[config.mk]
export PLATFORM = sky130hd
export DESIGN_NAME = bmw_task_dispatcher_flat
export DESIGN_NICKNAME = d
export VERILOG_FILES = /design/src/rtl/bmw_task_dispatcher_pkg.sv /design/src/rtl/bmw_task_dispatcher_if.sv /design/src/rtl/bmw_tree_slot.sv /design/src/rtl/bmw_task_dispatcher.sv /design/src/flat_wrapper.sv
export SDC_FILE = /design/constraint.sdc
export NUM_CORES = 1
export LEC_CHECK = 0
export ABC_AREA = 1
export CAP_MARGIN = 40
export CORE_MARGIN = 8
export CORE_UTILIZATION = 50
export DETAILED_ROUTE_END_ITERATION = 7
export PLACE_DENSITY = 0.78
export SYNTH_ARGS = -nofsm -noshare
export SYNTH_HDL_FRONTEND = slang
export SYNTH_SLANG_ARGS = --single-unit
[constraint.sdc]
create_clock -name clk -period 3.7 [get_ports clk]
set_input_delay 0.74 -clock clk [delete_from_list [all_inputs] [get_ports clk]]
set_output_delay 0.74 -clock clk [all_outputs]
set_load 0.05 [all_outputs]
[src/rtl/bmw_task_dispatcher_pkg.sv]
// Shared task encoding for the BMW task FIFO writer and the dispatcher.
// A task word is {op, tree_id, data}, op 1 = push, 0 = pop.
package bmw_task_pkg;

  localparam int BMW_PTW           = 16;
  localparam int BMW_MTW           = 16;
  localparam int BMW_TREE_NUM      = 4;
  localparam int BMW_TREE_NUM_BITS = $clog2(BMW_TREE_NUM);
  localparam int BMW_TREE_CAP      = 1024;
  localparam int BMW_OP_GAP        = 4;
  localparam int BMW_DATA_W        = BMW_PTW + BMW_MTW;
  localparam int BMW_TASK_W        = BMW_DATA_W + BMW_TREE_NUM_BITS + 1;

  typedef enum logic {
    OP_POP  = 1'b0,
    OP_PUSH = 1'b1
  } op_e;

  typedef struct packed {
    op_e                          op;
    logic [BMW_TREE_NUM_BITS-1:0] tree_id;
    logic [BMW_DATA_W-1:0]        data;
  } task_t;

  function automatic logic [15:0] sat_inc16(input logic [15:0] v);
    return (v == 16'hFFFF) ? v : v + 16'd1;
  endfunction

endpackage

[src/rtl/bmw_task_dispatcher_if.sv]
// Task FIFO read port plus tree array command port of the dispatcher.
// master = dispatcher, slave = FIFO/tree-array environment.
interface bmw_task_dispatcher_if
  import bmw_task_pkg::*;
#(
  parameter int PTW      = BMW_PTW,
  parameter int MTW      = BMW_MTW,
  parameter int TREE_NUM = BMW_TREE_NUM,
  parameter int TREE_CAP = BMW_TREE_CAP
) ();

  localparam int TREE_NUM_BITS = $clog2(TREE_NUM);
  localparam int CAP_BITS      = $clog2(TREE_CAP + 1);
  localparam int DATA_W        = PTW + MTW;
  localparam int TASK_W        = DATA_W + TREE_NUM_BITS + 1;

  logic                         fifo_empty_i;
  logic                         fifo_rd_en_o;
  logic [TASK_W-1:0]            fifo_data_i;
  // tree command: a transfer happens on a cycle with tree_valid_o && tree_ready_i;
  // once valid rises, valid/op/id/data stay stable until that transfer.
  logic                         tree_valid_o;
  logic                         tree_ready_i;
  logic                         tree_op_o;
  logic [TREE_NUM_BITS-1:0]     tree_id_o;
  logic [DATA_W-1:0]            tree_data_o;
  logic                         drop_o;
  logic [15:0]                  drop_cnt_o;
  logic [TREE_NUM*CAP_BITS-1:0] occ_o;
  logic                         busy_o;

  modport master (
    input  fifo_empty_i, fifo_data_i, tree_ready_i,
    output fifo_rd_en_o, tree_valid_o, tree_op_o, tree_id_o, tree_data_o,
           drop_o, drop_cnt_o, occ_o, busy_o
  );

  modport slave (
    output fifo_empty_i, fifo_data_i, tree_ready_i,
    input  fifo_rd_en_o, tree_valid_o, tree_op_o, tree_id_o, tree_data_o,
           drop_o, drop_cnt_o, occ_o, busy_o
  );

endinterface

[src/rtl/bmw_tree_slot.sv]
// Per-tree bookkeeping: issue cooldown counter and occupancy counter.
module bmw_tree_slot #(
  parameter int OP_GAP   = 4,
  parameter int TREE_CAP = 1024,
  parameter int CAP_BITS = $clog2(TREE_CAP + 1)
) (
  input  logic                clk,
  input  logic                rst_n,
  input  logic                inc,
  input  logic                dec,
  input  logic                load_cool,
  output logic                ready,
  output logic                full,
  output logic                empty,
  output logic [CAP_BITS-1:0] occ
);

  localparam int COOL_BITS = $clog2(OP_GAP + 1);

  logic [COOL_BITS-1:0] cool;

  always_ff @(posedge clk or negedge rst_n) begin
    if (!rst_n) begin
      cool <= '0;
      occ  <= '0;
    end else begin
      if (load_cool)
        cool <= COOL_BITS'(OP_GAP - 1);
      else if (cool != '0)
        cool <= cool - COOL_BITS'(1);
      if (inc)
        occ <= occ + CAP_BITS'(1);
      else if (dec)
        occ <= occ - CAP_BITS'(1);
    end
  end

  assign ready = (cool == '0);
  assign full  = (occ == CAP_BITS'(TREE_CAP));
  assign empty = (occ == '0);

endmodule

[src/rtl/bmw_task_dispatcher.sv]
// Pops encoded tasks from the task FIFO, drops illegal ones and issues the
// rest in order to the PIFO tree array with a per-tree minimum spacing.
module bmw_task_dispatcher
  import bmw_task_pkg::*;
#(
  parameter int PTW      = BMW_PTW,
  parameter int MTW      = BMW_MTW,
  parameter int TREE_NUM = BMW_TREE_NUM,
  parameter int OP_GAP   = BMW_OP_GAP,
  parameter int TREE_CAP = BMW_TREE_CAP
) (
  input logic                   clk,
  input logic                   rst_n,
  bmw_task_dispatcher_if.master bus
);

  localparam int TREE_NUM_BITS = $clog2(TREE_NUM);
  localparam int CAP_BITS      = $clog2(TREE_CAP + 1);
  localparam int DATA_W        = PTW + MTW;
  localparam int TASK_W        = DATA_W + TREE_NUM_BITS + 1;

  logic                     rd_pending;
  logic                     hold_valid;
  op_e                      hold_op;
  logic [TREE_NUM_BITS-1:0] hold_id;
  logic [DATA_W-1:0]        hold_data;
  logic [15:0]              drop_cnt;

  logic [TREE_NUM-1:0] slot_ready, slot_full, slot_empty;
  logic [TREE_NUM-1:0] inc, dec, load_cool;
  logic [CAP_BITS-1:0] occ [TREE_NUM];

  logic push_full, pop_empty, drop, tree_valid, transfer, hold_leaving, rd_en;

  assign push_full    = (hold_op == OP_PUSH) && slot_full[hold_id];
  assign pop_empty    = (hold_op == OP_POP) && slot_empty[hold_id];
  assign drop         = hold_valid && (push_full || pop_empty);
  assign tree_valid   = hold_valid && !drop && slot_ready[hold_id];
  assign transfer     = tree_valid && bus.tree_ready_i;
  assign hold_leaving = transfer || drop;
  // Refill the hold register in the same cycle it empties for 2-cycle throughput.
  assign rd_en        = !bus.fifo_empty_i && !rd_pending && (!hold_valid || hold_leaving);

  always_comb begin
    inc       = '0;
    dec       = '0;
    load_cool = '0;
    if (transfer) begin
      load_cool[hold_id] = 1'b1;
      if (hold_op == OP_PUSH)
        inc[hold_id] = 1'b1;
      else
        dec[hold_id] = 1'b1;
    end
  end

  always_ff @(posedge clk or negedge rst_n) begin
    if (!rst_n) begin
      rd_pending <= 1'b0;
      hold_valid <= 1'b0;
      hold_op    <= OP_POP;
      hold_id    <= '0;
      hold_data  <= '0;
      drop_cnt   <= '0;
    end else begin
      rd_pending <= rd_en;
      // The FIFO word is only meaningful the cycle after a read.
      if (rd_pending) begin
        hold_valid <= 1'b1;
        hold_op    <= op_e'(bus.fifo_data_i[TASK_W-1]);
        hold_id    <= bus.fifo_data_i[DATA_W +: TREE_NUM_BITS];
        hold_data  <= bus.fifo_data_i[DATA_W-1:0];
      end else if (hold_leaving) begin
        hold_valid <= 1'b0;
      end
      if (drop)
        drop_cnt <= sat_inc16(drop_cnt);
    end
  end

  for (genvar t = 0; t < TREE_NUM; t++) begin : g_slot
    bmw_tree_slot #(
      .OP_GAP   (OP_GAP),
      .TREE_CAP (TREE_CAP),
      .CAP_BITS (CAP_BITS)
    ) u_slot (
      .clk       (clk),
      .rst_n     (rst_n),
      .inc       (inc[t]),
      .dec       (dec[t]),
      .load_cool (load_cool[t]),
      .ready     (slot_ready[t]),
      .full      (slot_full[t]),
      .empty     (slot_empty[t]),
      .occ       (occ[t])
    );
    assign bus.occ_o[t*CAP_BITS +: CAP_BITS] = occ[t];
  end

  assign bus.fifo_rd_en_o = rd_en;
  assign bus.tree_valid_o = tree_valid;
  assign bus.tree_op_o    = (hold_op == OP_PUSH);
  assign bus.tree_id_o    = hold_id;
  assign bus.tree_data_o  = (hold_op == OP_PUSH) ? hold_data : '0;
  assign bus.drop_o       = drop;
  assign bus.drop_cnt_o   = drop_cnt;
  assign bus.busy_o       = rd_pending || hold_valid;

endmodule

[src/flat_wrapper.sv]
// flat-port wrapper written by rule: the top's interface ports become plain ports
module bmw_task_dispatcher_flat import bmw_task_pkg::*;
#(
  parameter int PTW      = BMW_PTW,
  parameter int MTW      = BMW_MTW,
  parameter int TREE_NUM = BMW_TREE_NUM,
  parameter int OP_GAP   = BMW_OP_GAP,
  parameter int TREE_CAP = BMW_TREE_CAP
)
  (clk, rst_n, bus_fifo_empty_i, bus_fifo_data_i, bus_tree_ready_i, bus_fifo_rd_en_o, bus_tree_valid_o, bus_tree_op_o, bus_tree_id_o, bus_tree_data_o, bus_drop_o, bus_drop_cnt_o, bus_occ_o, bus_busy_o);
  bmw_task_dispatcher_if #(.PTW(PTW), .MTW(MTW), .TREE_NUM(TREE_NUM), .TREE_CAP(TREE_CAP)) bus_i ();
  input logic clk;
  input logic rst_n;
  input wire logic [$bits(bus_i.fifo_empty_i)-1:0] bus_fifo_empty_i;
  input wire logic [$bits(bus_i.fifo_data_i)-1:0] bus_fifo_data_i;
  input wire logic [$bits(bus_i.tree_ready_i)-1:0] bus_tree_ready_i;
  output wire logic [$bits(bus_i.fifo_rd_en_o)-1:0] bus_fifo_rd_en_o;
  output wire logic [$bits(bus_i.tree_valid_o)-1:0] bus_tree_valid_o;
  output wire logic [$bits(bus_i.tree_op_o)-1:0] bus_tree_op_o;
  output wire logic [$bits(bus_i.tree_id_o)-1:0] bus_tree_id_o;
  output wire logic [$bits(bus_i.tree_data_o)-1:0] bus_tree_data_o;
  output wire logic [$bits(bus_i.drop_o)-1:0] bus_drop_o;
  output wire logic [$bits(bus_i.drop_cnt_o)-1:0] bus_drop_cnt_o;
  output wire logic [$bits(bus_i.occ_o)-1:0] bus_occ_o;
  output wire logic [$bits(bus_i.busy_o)-1:0] bus_busy_o;
  assign bus_i.fifo_empty_i = bus_fifo_empty_i;
  assign bus_i.fifo_data_i = bus_fifo_data_i;
  assign bus_i.tree_ready_i = bus_tree_ready_i;
  assign bus_fifo_rd_en_o = bus_i.fifo_rd_en_o;
  assign bus_tree_valid_o = bus_i.tree_valid_o;
  assign bus_tree_op_o = bus_i.tree_op_o;
  assign bus_tree_id_o = bus_i.tree_id_o;
  assign bus_tree_data_o = bus_i.tree_data_o;
  assign bus_drop_o = bus_i.drop_o;
  assign bus_drop_cnt_o = bus_i.drop_cnt_o;
  assign bus_occ_o = bus_i.occ_o;
  assign bus_busy_o = bus_i.busy_o;
  bmw_task_dispatcher #(.PTW(PTW), .MTW(MTW), .TREE_NUM(TREE_NUM), .OP_GAP(OP_GAP), .TREE_CAP(TREE_CAP)) u_core (.clk(clk), .rst_n(rst_n), .bus(bus_i));
endmodule
## Yosys cells after proc, flatten, opt, wreduce, memory -nomap -nowiden

Cells that the tools add are included.

| storage, ports and cells | value |
|---|---|
| flip-flop bits (word level) | 109 |
| latch bits | 0 |
| memory bits (writable) | 0 |
| ROM bits | 0 |
| input bits | 39 |
| output and inout bits | 99 |
| logic and storage cells | 107 |
| memories | 0 |

| operators by class | value |
|---|---|
| add/sub/neg operators | 13 |
| $mul | 0 |
| divide/modulo/power cells | 0 |
| order comparisons | 2 |
| equal/unequal tests | 5 |
| shift-type cells | 0 |
| muxes and demuxes | 32 |
| bitwise gates (word level) | 2 |
| reductions and logical operators | 39 |

Operators with widths:

| operator | number |
|---|---|
| 11-bit two-way mux | 8 |
| 11-bit by 1-bit adder with 11-bit output, second input constant | 4 |
| 11-bit == test, second input constant | 4 |
| 11-bit zero test | 4 |
| 11-bit by 1-bit subtractor with 11-bit output, second input constant | 4 |
| 32-bit two-way mux | 1 |
| 3-bit two-way mux | 8 |
| 4-bit two-way mux | 5 |
| 2-bit nonzero test | 9 |
| 16-bit by 1-bit adder with 16-bit output, second input constant | 1 |
| 16-bit == test, second input constant | 1 |
| 3-bit zero test | 4 |
| 3-bit nonzero test | 4 |
| 3-bit by 1-bit subtractor with 3-bit output, second input constant | 4 |
| 1-bit logical AND | 9 |
| 1-bit binary-select mux with 2-bit select | 3 |
| 1-bit two-way mux | 6 |
| 1-bit zero test | 4 |
| 1-bit logical OR | 4 |
| 2-bit by 3-bit < comparator with 1-bit output, second input constant | 1 |
| 1-bit demux with 2-bit select | 1 |
| 2-bit by 1-bit >= comparator with 1-bit output, second input constant | 1 |
| 1-bit inverter | 2 |
| 2-bit AND reduction | 1 |

## Depth between registers and ports, before layout

Gate-level depths: netlist (run 1).

| depth | value |
|---|---|
| depth after elaboration | 13 |
| depth in mapped cells | 22 |
| gate-level depth less buffers | 22 |

## By module

From an unflattened synthesis (run 1), not the netlist that was laid out.

| unflattened totals | value |
|---|---|
| cell total of the unflattened synthesis | 1079 |
| area, all modules | 7516.0 um^2 |

By module, submodules not included:

| module | instances | cells an instance | area an instance (um^2) | sequential area each (um^2) |
|---|---|---|---|---|
| bmw_task_dispatcher | 1 | 407 | 2861.5 | 1326.3 |
| bmw_tree_slot (u_core.g_slot[1].u_slot ...) | 2 | 168 | 1166.1 | 350.3 |
| bmw_tree_slot (u_core.g_slot[0].u_slot ...) | 2 | 168 | 1161.1 | 350.3 |

## Worst setup path after synthesis (run 1)

Ideal clock, no wire load.

| path | value |
|---|---|
| path kind | register -> register |
| start point | register u_core.hold_id[0] (netlist: u_core.bus.tree_id_o[0]) |
| end point | register u_core.g_slot[0].u_slot.occ[8] |
| setup time | 127 ps |
| data arrival time | 3138 ps |
| data required time | 3573 ps |
| setup slack | 435 ps |
| stages on the path, launching flop included | 21 |
| buffers on the path | 1 |
| period minus slack after synthesis | 3265 ps |
| cells stage by stage | dfrtp_1 -> inv_2 -> nand2_1 -> nor2_1 -> nand3_1 -> nand2_1 -> inv_1 -> nand2_1 -> nand2_2 -> nand3_2 -> nor2_4 -> buf_4 -> nand2_1 -> ha_1 -> a21oi_1 -> o21ai_0 -> a21oi_1 -> o21ai_0 -> xor2_1 -> nand2_1 -> o21ai_0 |

| between the ends | value |
|---|---|
| word-level cells in the longest chain between the ends | 11 |
| elaborated cells between the ends (all ways) | 25 |
| classes of those cells | order compare (2); mux (13); reduce/logical (10) |

Ends and longest elaborated chain:

| what | RTL line | RTL |
|---|---|---|
| start, declared | bmw_task_dispatcher.sv:25 | `logic [TREE_NUM_BITS-1:0] hold_id;` |
| start signal, assigned | bmw_task_dispatcher.sv:71 | `hold_id <= bus.fifo_data_i[DATA_W +: TREE_NUM_BITS];` |
| parallel branches: the longest is 11 deep, another holds 2-bit by 3-bit < comparator with 1-bit output | -- |  |
| end signal, assigned | bmw_tree_slot.sv:32 | `occ <= occ + CAP_BITS'(1);` |
| end signal, assigned | bmw_tree_slot.sv:34 | `occ <= occ - CAP_BITS'(1);` |
| end, declared | bmw_tree_slot.sv:15 | `output logic [CAP_BITS-1:0] occ` |

Several ways; the timed one is not identified. The select of a mux whose other input is x is not followed.
A chain may end at the register's enable or synchronous reset.

## Worst setup path in the final report (run 1)

| path | value |
|---|---|
| start point | register u_core.g_slot[1].u_slot.cool[0] |
| end point | register u_core.g_slot[0].u_slot.occ[8] |

| between the ends | value |
|---|---|
| word-level cells in the longest chain between the ends | 7 |
| elaborated cells between the ends (all ways) | 9 |
| classes of those cells | mux (5); reduce/logical (4) |

Ends and longest elaborated chain:

| what | RTL line | RTL |
|---|---|---|
| start, declared | bmw_tree_slot.sv:20 | `logic [COOL_BITS-1:0] cool;` |
| start signal, assigned | bmw_tree_slot.sv:28 | `cool <= COOL_BITS'(OP_GAP - 1);` |
| start signal, assigned | bmw_tree_slot.sv:30 | `cool <= cool - COOL_BITS'(1);` |
| 3-bit zero test (*) | bmw_tree_slot.sv:38 | `assign ready = (cool == '0);` |
| 1-bit binary-select mux with 2-bit select (*) | bmw_task_dispatcher.sv:38 | `assign tree_valid = hold_valid && !drop && slot_ready[hold_id];` |
| 1-bit two-way mux (implied by the code) (*) | bmw_task_dispatcher.sv:38 |  |
| 1-bit logical AND (*) | bmw_task_dispatcher.sv:38 |  |
| 1-bit logical AND (*) | bmw_task_dispatcher.sv:39 | `assign transfer = tree_valid && bus.tree_ready_i;` |
| 4-bit two-way mux | bmw_task_dispatcher.sv:48 | `if (transfer) begin` |
| 11-bit two-way mux or 2-bit nonzero test (tied branches) | -- |  |

Mark *: on every way between the ends. The rest lies on a longest branch, timed or not. The select of a mux whose other input is x is not followed.

==> flow_metrics.py, run 1 <==
metrics = {
    "sta": {
        "skew_ns": 0.00940,
        "fmax_ghz": 0.295,
        "hold_viol_final": 0,
        "slew_headroom_pct": 50.9,
        "fin_crit_sh_pct": 91.6,
        "min_period_ns": 3.39,
        "timing.final.ws_setup_ns": 0.313,
        "slew_viol_final": 0,
        "finalSetupViolations": 0,
        "tightest_slew_ns": 0.736,
        "setup_tns_ns": 0,
        "rsz0062_at_grt": "false",
    },
    "placed_design": {
        "hpwl_um": 12800,
        "pre_cts_slack_ns": 0.237,
        "io_buffer_count": 137,
        "place_inst": 1223,
        "routabilityCongestion": 0.854,
    },
    "power_and_ir_drop": {
        "swShare_pct": 51.4,
        "power_density_mw_per_mm2": 1050,
        "power_frac_seq_pct": 23.4,
        "p_leak_nw": 4.45,
        "combPwrFrac_pct": 64.4,
        "p_sw_mw": 4.79,
        "p_int_mw": 4.52,
        "clkPwrFrac_pct": 12.2,
        "p_total_mw": 9.30,
        "ir_drop_mv": 0.669,
    },
    "cts": {
        "numCtsBuffers": 9,
        "cts_max_path_buffers": 2,
        "cts-root-buf": "clkbuf_16",
        "post_cts_buffers": 0,
        "ctsResizeCount": 0,
        "cts_sinks": 109,
        "tritoncts": "yes",
        "path_clk_slew_ns": 0.07,
        "htreeDepth": 3,
        "hold_buffers": 0,
        "insertion_delay_ns": 0.36,
    },
    "global_routing": {
        "grt-ovfl-total": 0,
        "grt_pass1_wl_um": 29300,
        "grt_max_degree": 56,
        "grt_pass1_vias": 6120,
        "antenna_found_initial": 0,
        "grtUsageTotal_pct": 19.8,
    },
    "flow_run": {
        "drv_cap": 0,
    },
    "routing": {
        "wl_per_cell_um": 13.8,
        "wl_met1_um": 7710,
        "met3WireLength_um": 1080,
        "drtAntennaViolNets": 0,
        "via_per_inst": 5.01,
        "first_iter_violations": 349,
        "wl_met2_um": 7940,
        "topRoutingLayerUsed": "met4",
        "firstDrtPassIters": 5,
        "drc": 0,
        "via_count": 6201,
        "wl_um": 17000,
    },
    "yosys": {
        "ys.flop_type": "dfrtp_1",
        "ys_seq_area_share_pct": 39.7,
        "netlist_area_mm2": 0.00687,
        "syn_avg_cell_area_um2": 7.50,
        "synth.distinct_cells": 39,
        "yosysWarnings": 0,
        "syn_inst": 915,
        "synth_seq_cells": 109,
        "syn-num-nets": 1003,
        "synth-edff-count": 0,
        "synth-async-reset-ratio_pct": 100,
    },
    "layout": {
        "finalNonFillerCells": 1238,
        "fin_util_pct": 64.6,
        "drive_gt1_share_pct": 4.63,
        "areaGrowthSynthToFinish_pct": 28.6,
        "antennaDiodeCount": 0,
        "final_nets": 1142,
        "n_fill_cell": 1236,
    },
    "worst_setup_path": {
        "worst-path-buf-inv": 1,
        "crit_type": "register to register",
        "crit_arrival_ns": 3.63,
        "start_kind": "register",
        "slowest_stage": "ha_1",
        "cpPeakStageDelay_ns": 0.47,
        "rrSetupSlack_ns": 0.31,
        "crit_chain": "inv_1, ha_1, ha_1, o22ai_1, a211oi_4, nand3_2, nor2_4, nand2_1, ha_1, a21oi_1, o21ai_0, a21oi_1, o21ai_0, xor2_1, nand2_1, o21ai_0",
        "worstPathRequired_ns": 3.94,
        "crit_family": "compound AO/OA/AOI/OAI gates",
        "critPathCaptureType": "register",
        "crit_fanout": 10,
    },
    "die": {
        "design.core.area_mm2": 0.0137,
        "boundaryPins": 138,
        "die_h_um": 133,
        "die_x_um": 133,
        "fp.dieArea_mm2": 0.0177,
        "rows": 43,
        "start_util_pct": 50.2,
    },
    "run_status": {
        "status": "completed",
    },
    "worst_hold_path": {
        "hold_class": "input pin to async pin",
    },
}
==> cell type report <==
type / count / area (µm²) / share of cell area [%]
Sequential cell: 109 / 2730 / 30.9
Timing Repair Buffer: 148 / 1480 / 16.8
Tap cell: 180 / 225 / 2.55
Multi-Input combinational cell: 670 / 3610 / 40.9
Clock buffer: 11 / 253 / 2.86
Clock inverter: 4 / 95.1 / 1.08
Inverter: 116 / 435 / 4.93
==> synth_stat cells (2+ instances only) <==
| cell type | count | area, µm² |
|---|---|---|
| nand2_1 | 292 | 1100 |
| inv_1 | 111 | 417 |
| dfrtp_1 | 109 | 2730 |
| nor2_1 | 76 | 285 |
| o21ai_0 | 49 | 245 |
| ha_1 | 45 | 563 |
| nand3_1 | 40 | 200 |
| xor2_1 | 33 | 289 |
| a21oi_1 | 28 | 140 |
| o21ai_1 | 22 | 110 |
| xnor2_1 | 14 | 123 |
| nand4_1 | 13 | 81.3 |
| nor3_1 | 13 | 65.1 |
| clkbuf_1 | 9 | 33.8 |
| o211ai_1 | 8 | 60.1 |
| buf_2 | 6 | 30.0 |
| nor4_1 | 5 | 31.3 |
| fa_1 | 4 | 80.1 |
| inv_2 | 4 | 15.0 |
| a211oi_1 | 3 | 22.5 |
| and2_0 | 3 | 18.8 |
| buf_4 | 3 | 22.5 |
| nand2_2 | 3 | 18.8 |
| a21o_1 | 2 | 15.0 |
| a221oi_1 | 2 | 17.5 |
| buf_1 | 2 | 7.51 |
| nand3b_1 | 2 | 15.0 |
| nor2_4 | 2 | 22.5 |
| o21bai_1 | 2 | 15.0 |
==> flip-flops by register name, summed over array words and instances (netlist names) <==
register                   cells
u_core.g_slot.u_slot.occ      44
u_core.hold_data              32
u_core.bus.drop_cnt_o         16
u_core.g_slot.u_slot.cool     12
u_core.bus.tree_id_o           2
u_core.bus.tree_op_o           1
u_core.hold_valid              1
u_core.rd_pending              1
==> per-layer routing <==
metal	vias to the layer above	GRT usage [%]
met5	-	0
met4	0	6.24
met3	24	5.80
met2	121	32.0
met1	2851	25.0
li1	3205	-
==> power groups by stage <==
stage          Combinational, mW  Sequential [mW]  Clock, mW
2_1_floorplan               3.57             2.93          0
3_3_place_gp                5.90             2.19          0
3_5_place_dp                6.00             2.19          0
4_1_cts                     6.04             2.18       1.16
5_1_grt                     6.67             2.27       1.20
6_report                    5.99             2.18       1.13
==> through the flow <==
step | hold slack [ns] | area, µm²
after global placement | 0.453 | 8480
after CTS | 0.467 | 8820
final | 0.446 | 8830
after floorplan | 0.442 | 6870
after global routing | 0.492 | 8830
after detailed placement | 0.458 | 8480
==> placed cells by master (no fill, tap or decap), types with 4 or more instances in the layout <==
cell,count
a21oi_1,28
buf_4,13
clkbuf_16,9
clkdlybuf4s50_1,132
dfrtp_1,109
fa_1,4
ha_1,45
inv_1,111
inv_2,4
nand2_1,290
nand2_2,5
nand3_1,40
nand4_1,13
nor2_1,76
nor3_1,13
nor4_1,5
o211ai_1,8
o21ai_0,49
o21ai_1,22
xnor2_1,14
xor2_1,33
==> logic make-up (layout without fill, tap and decap cells) <==
family | after synthesis | after routing | synth area share (%)
AO/OA/AOI/OAI | 119 | 119 | 9.59
adder cells (fa/ha/maj) | 49 | 49 | 9.37
buffers and inverters | 136 | 279 | 7.71
AND/OR/NAND/NOR | 455 | 455 | 27.6
XOR/XNOR | 47 | 47 | 6.00
flip-flops | 109 | 109 | 39.7
==> worst register-to-register path, delay by kind of cell, from the launching register on <==
kind	cells	cell delay, ns
AO/OA/AOI/OAI	7	1.15
XOR/XNOR	1	0.16
adder cells (fa/ha/maj)	3	0.90
buffers and inverters	1	0.08
flip-flops	1	0.38
AND/OR/NAND/NOR	4	0.61
==> final timing paths <==
kind | startpoint | endpoint | cells after the start
worst min register to register | u_core.hold_data[25] | u_core.hold_data[25] | 2
min in group clk | u_core.hold_data[25] | u_core.hold_data[25] | 2
worst max-delay path | u_core.g_slot[1].u_slot.cool[0] | u_core.g_slot[0].u_slot.occ[8] | 16
worst min-delay path | rst_n | u_core.g_slot[2].u_slot.occ[4] | 1
worst max register to register | u_core.g_slot[1].u_slot.cool[0] | u_core.g_slot[0].u_slot.occ[8] | 16
max in group asynchronous | rst_n | u_core.hold_data[23] | 2
Note: power is estimated with default switching activity, not from simulation.
==> run 2: changes to the inputs <==
--- a/config.mk
+++ b/config.mk
@@ -9,3 +9,3 @@
 export CAP_MARGIN = 40
-export CORE_MARGIN = 8
+export CORE_MARGIN = 2
 export CORE_UTILIZATION = 50
--- a/constraint.sdc
+++ b/constraint.sdc
@@ -3,2 +3,2 @@
 set_output_delay 0.74 -clock clk [all_outputs]
-set_load 0.05 [all_outputs]
+set_load 0.1 [all_outputs]
==> flow_metrics.py, run 2 (synthesis gave the netlist of run 1 again) <==
metrics = {
    "cts": {
        "cts-root-buf": "clkbuf_16",
        "htreeDepth": 3,
        "insertion_delay_ns": 0.35,
        "cts_max_path_buffers": 2,
        "path_clk_slew_ns": 0.08,
        "numCtsBuffers": 9,
        "tritoncts": "yes",
        "cts_sinks": 109,
    },
    "die": {
        "start_util_pct": 51.4,
        "rows": 42,
        "die_x_um": 121,
        "design.core.area_mm2": 0.0133,
        "fp.dieArea_mm2": 0.0147,
        "boundaryPins": 138,
        "die_h_um": 121,
    },
    "global_routing": {
        "grt-ovfl-total": 0,
        "grt_max_degree": 42,
        "antenna_found_initial": 0,
        "grtUsageTotal_pct": 23.7,
        "grt_pass1_wl_um": 28300,
        "grt_pass1_vias": 6115,
    },
    "worst_setup_path": {
        "crit_start": "u_core.g_slot[1].u_slot.cool[0]",
        "crit_type": "register to register",
        "crit_path_end": "u_core.g_slot[1].u_slot.occ[8]",
        "critPathCaptureType": "register",
        "rrSetupSlack_ns": 0.37,
        "r2r_start": "u_core.g_slot[1].u_slot.cool[0]",
        "r2r_cells": 18,
        "worstPathRequired_ns": 3.95,
        "crit_fanout": 10,
        "start_kind": "register",
        "r2r_end": "u_core.g_slot[1].u_slot.occ[8]",
        "crit_arrival_ns": 3.58,
    },
    "routing": {
        "via_per_inst": 5.00,
        "wl_um": 16500,
        "firstDrtPassIters": 7,
        "drc": 0,
        "drtAntennaViolNets": 0,
        "wl_per_cell_um": 12.8,
        "via_count": 6480,
        "first_iter_violations": 417,
    },
    "sta": {
        "rsz0062_at_grt": "false",
        "fin_crit_sh_pct": 90.1,
        "skew_ns": 0.00937,
        "slew_viol_final": 0,
        "setup_tns_ns": 0,
        "hold_slack_ns": 0.317,
        "finalSetupViolations": 0,
        "min_period_ns": 3.33,
        "slew_headroom_pct": 54.9,
        "fmax_ghz": 0.300,
        "hold_viol_final": 0,
        "tightest_slew_ns": 0.677,
    },
    "layout": {
        "final_nets": 1202,
        "antennaDiodeCount": 0,
        "areaGrowthSynthToFinish_pct": 41.2,
        "top_register": "u_core.g_slot.u_slot.occ",
        "final_cell_mix": "nand2_1 (289), inv_1 (110), dfrtp_1 (109)",
        "largest_reg_flops": 44,
        "layout_commonest_cell": "nand2_1",
        "drive_gt1_share_pct": 13.0,
    },
    "placed_design": {
        "routabilityCongestion": 0.858,
        "hpwl_um": 12800,
        "io_buffer_count": 137,
    },
    "worst_hold_path": {
        "hold_class": "input pin to async pin",
    },
    "run_status": {
        "status": "completed",
    },
    "flow_run": {
        "drv_cap": 0,
    },
}
[run 2: cell types whose count changed in the layout (fill, tap and decap cells not counted), sizes merged]
cell	previous run	this run
buf	16	109
clkdlybuf4s50	132	99
inv	115	122
bufinv	3	0
clkbuf	11	9
clkinv	2	1
[run 2: timing repair]
item | in CTS | in global routing
setup endpoints to repair | 0 | 9
hold buffers | 0 | 0
endpoints found under the hold margin | 0 | 0
setup buffers | 0 | 0
gates resized for setup | 0 | 5
[run 2: critical path: stages, from the launching register on]
cell,delay (ns)
dfrtp_1,0.39
inv_1,0.09
ha_1,0.16
ha_1,0.24
o22ai_1,0.16
a211oi_4,0.26
nand4_1,0.17
inv_1,0.18
nand2_2,0.19
ha_1,0.41
inv_1,0.08
o21bai_1,0.17
a31oi_1,0.09
o21ai_1,0.26
nand3_1,0.14
nand2_1,0.08
nand2_1,0.05
nand3_1,0.06
nand2_1,0.05
[run 2: area by class of cell]
class / count / area [µm²]
clock buffer: 9 / 225
clock inverter: 7 / 68.8
fill: 1049 / 3650
inverter: 116 / 435
multi-input combinational: 670 / 3620
sequential: 109 / 2730
tap: 176 / 220
timing repair buffer: 208 / 2400
[run 2: metrics by stage]
step | instances | setup WS [ns] | util [%] | instance area (µm²)
final | 1295 | 0.366 | 72.6 | 9690
after global routing | 1295 | 0.0381 | 72.6 | 9690
after CTS | 1295 | 0.154 | 72.6 | 9690
after detailed placement | 1279 | 0.0611 | 70.4 | 9390
after global placement | 1216 | 0.208 | 62.9 | 8390
after floorplan | 915 | 0.0873 | - | 6870
[run 2: worst min path at each step]
stage | endpoint | slack, ns | cells past startpoint
after global routing | u_core.g_slot[1].u_slot.occ[2] | 0.34 | 1
after detailed placement | u_core.hold_data[18] | 0.46 | 2
after CTS | u_core.g_slot[1].u_slot.occ[2] | 0.32 | 1
after global placement | u_core.hold_data[6] | 0.45 | 2
after floorplan | u_core.bus.drop_cnt_o[0] | 0.44 | 0
final | u_core.g_slot[1].u_slot.occ[2] | 0.32 | 1
[run 2: metal layers]
metal	wire, µm	vias to the layer above	global-route usage, %	part of all wire, %
met2	8190	141	40.7	50
met3	753	21	4.65	4.6
met1	7360	2992	30.8	45
met4	218	0	6.03	1.3
li1	-	3326	-	-
met5	0	-	0	0
Power of run 2 is not shown: default switching activity piles up to over one toggle a cycle in this logic, so the estimate is an artifact.
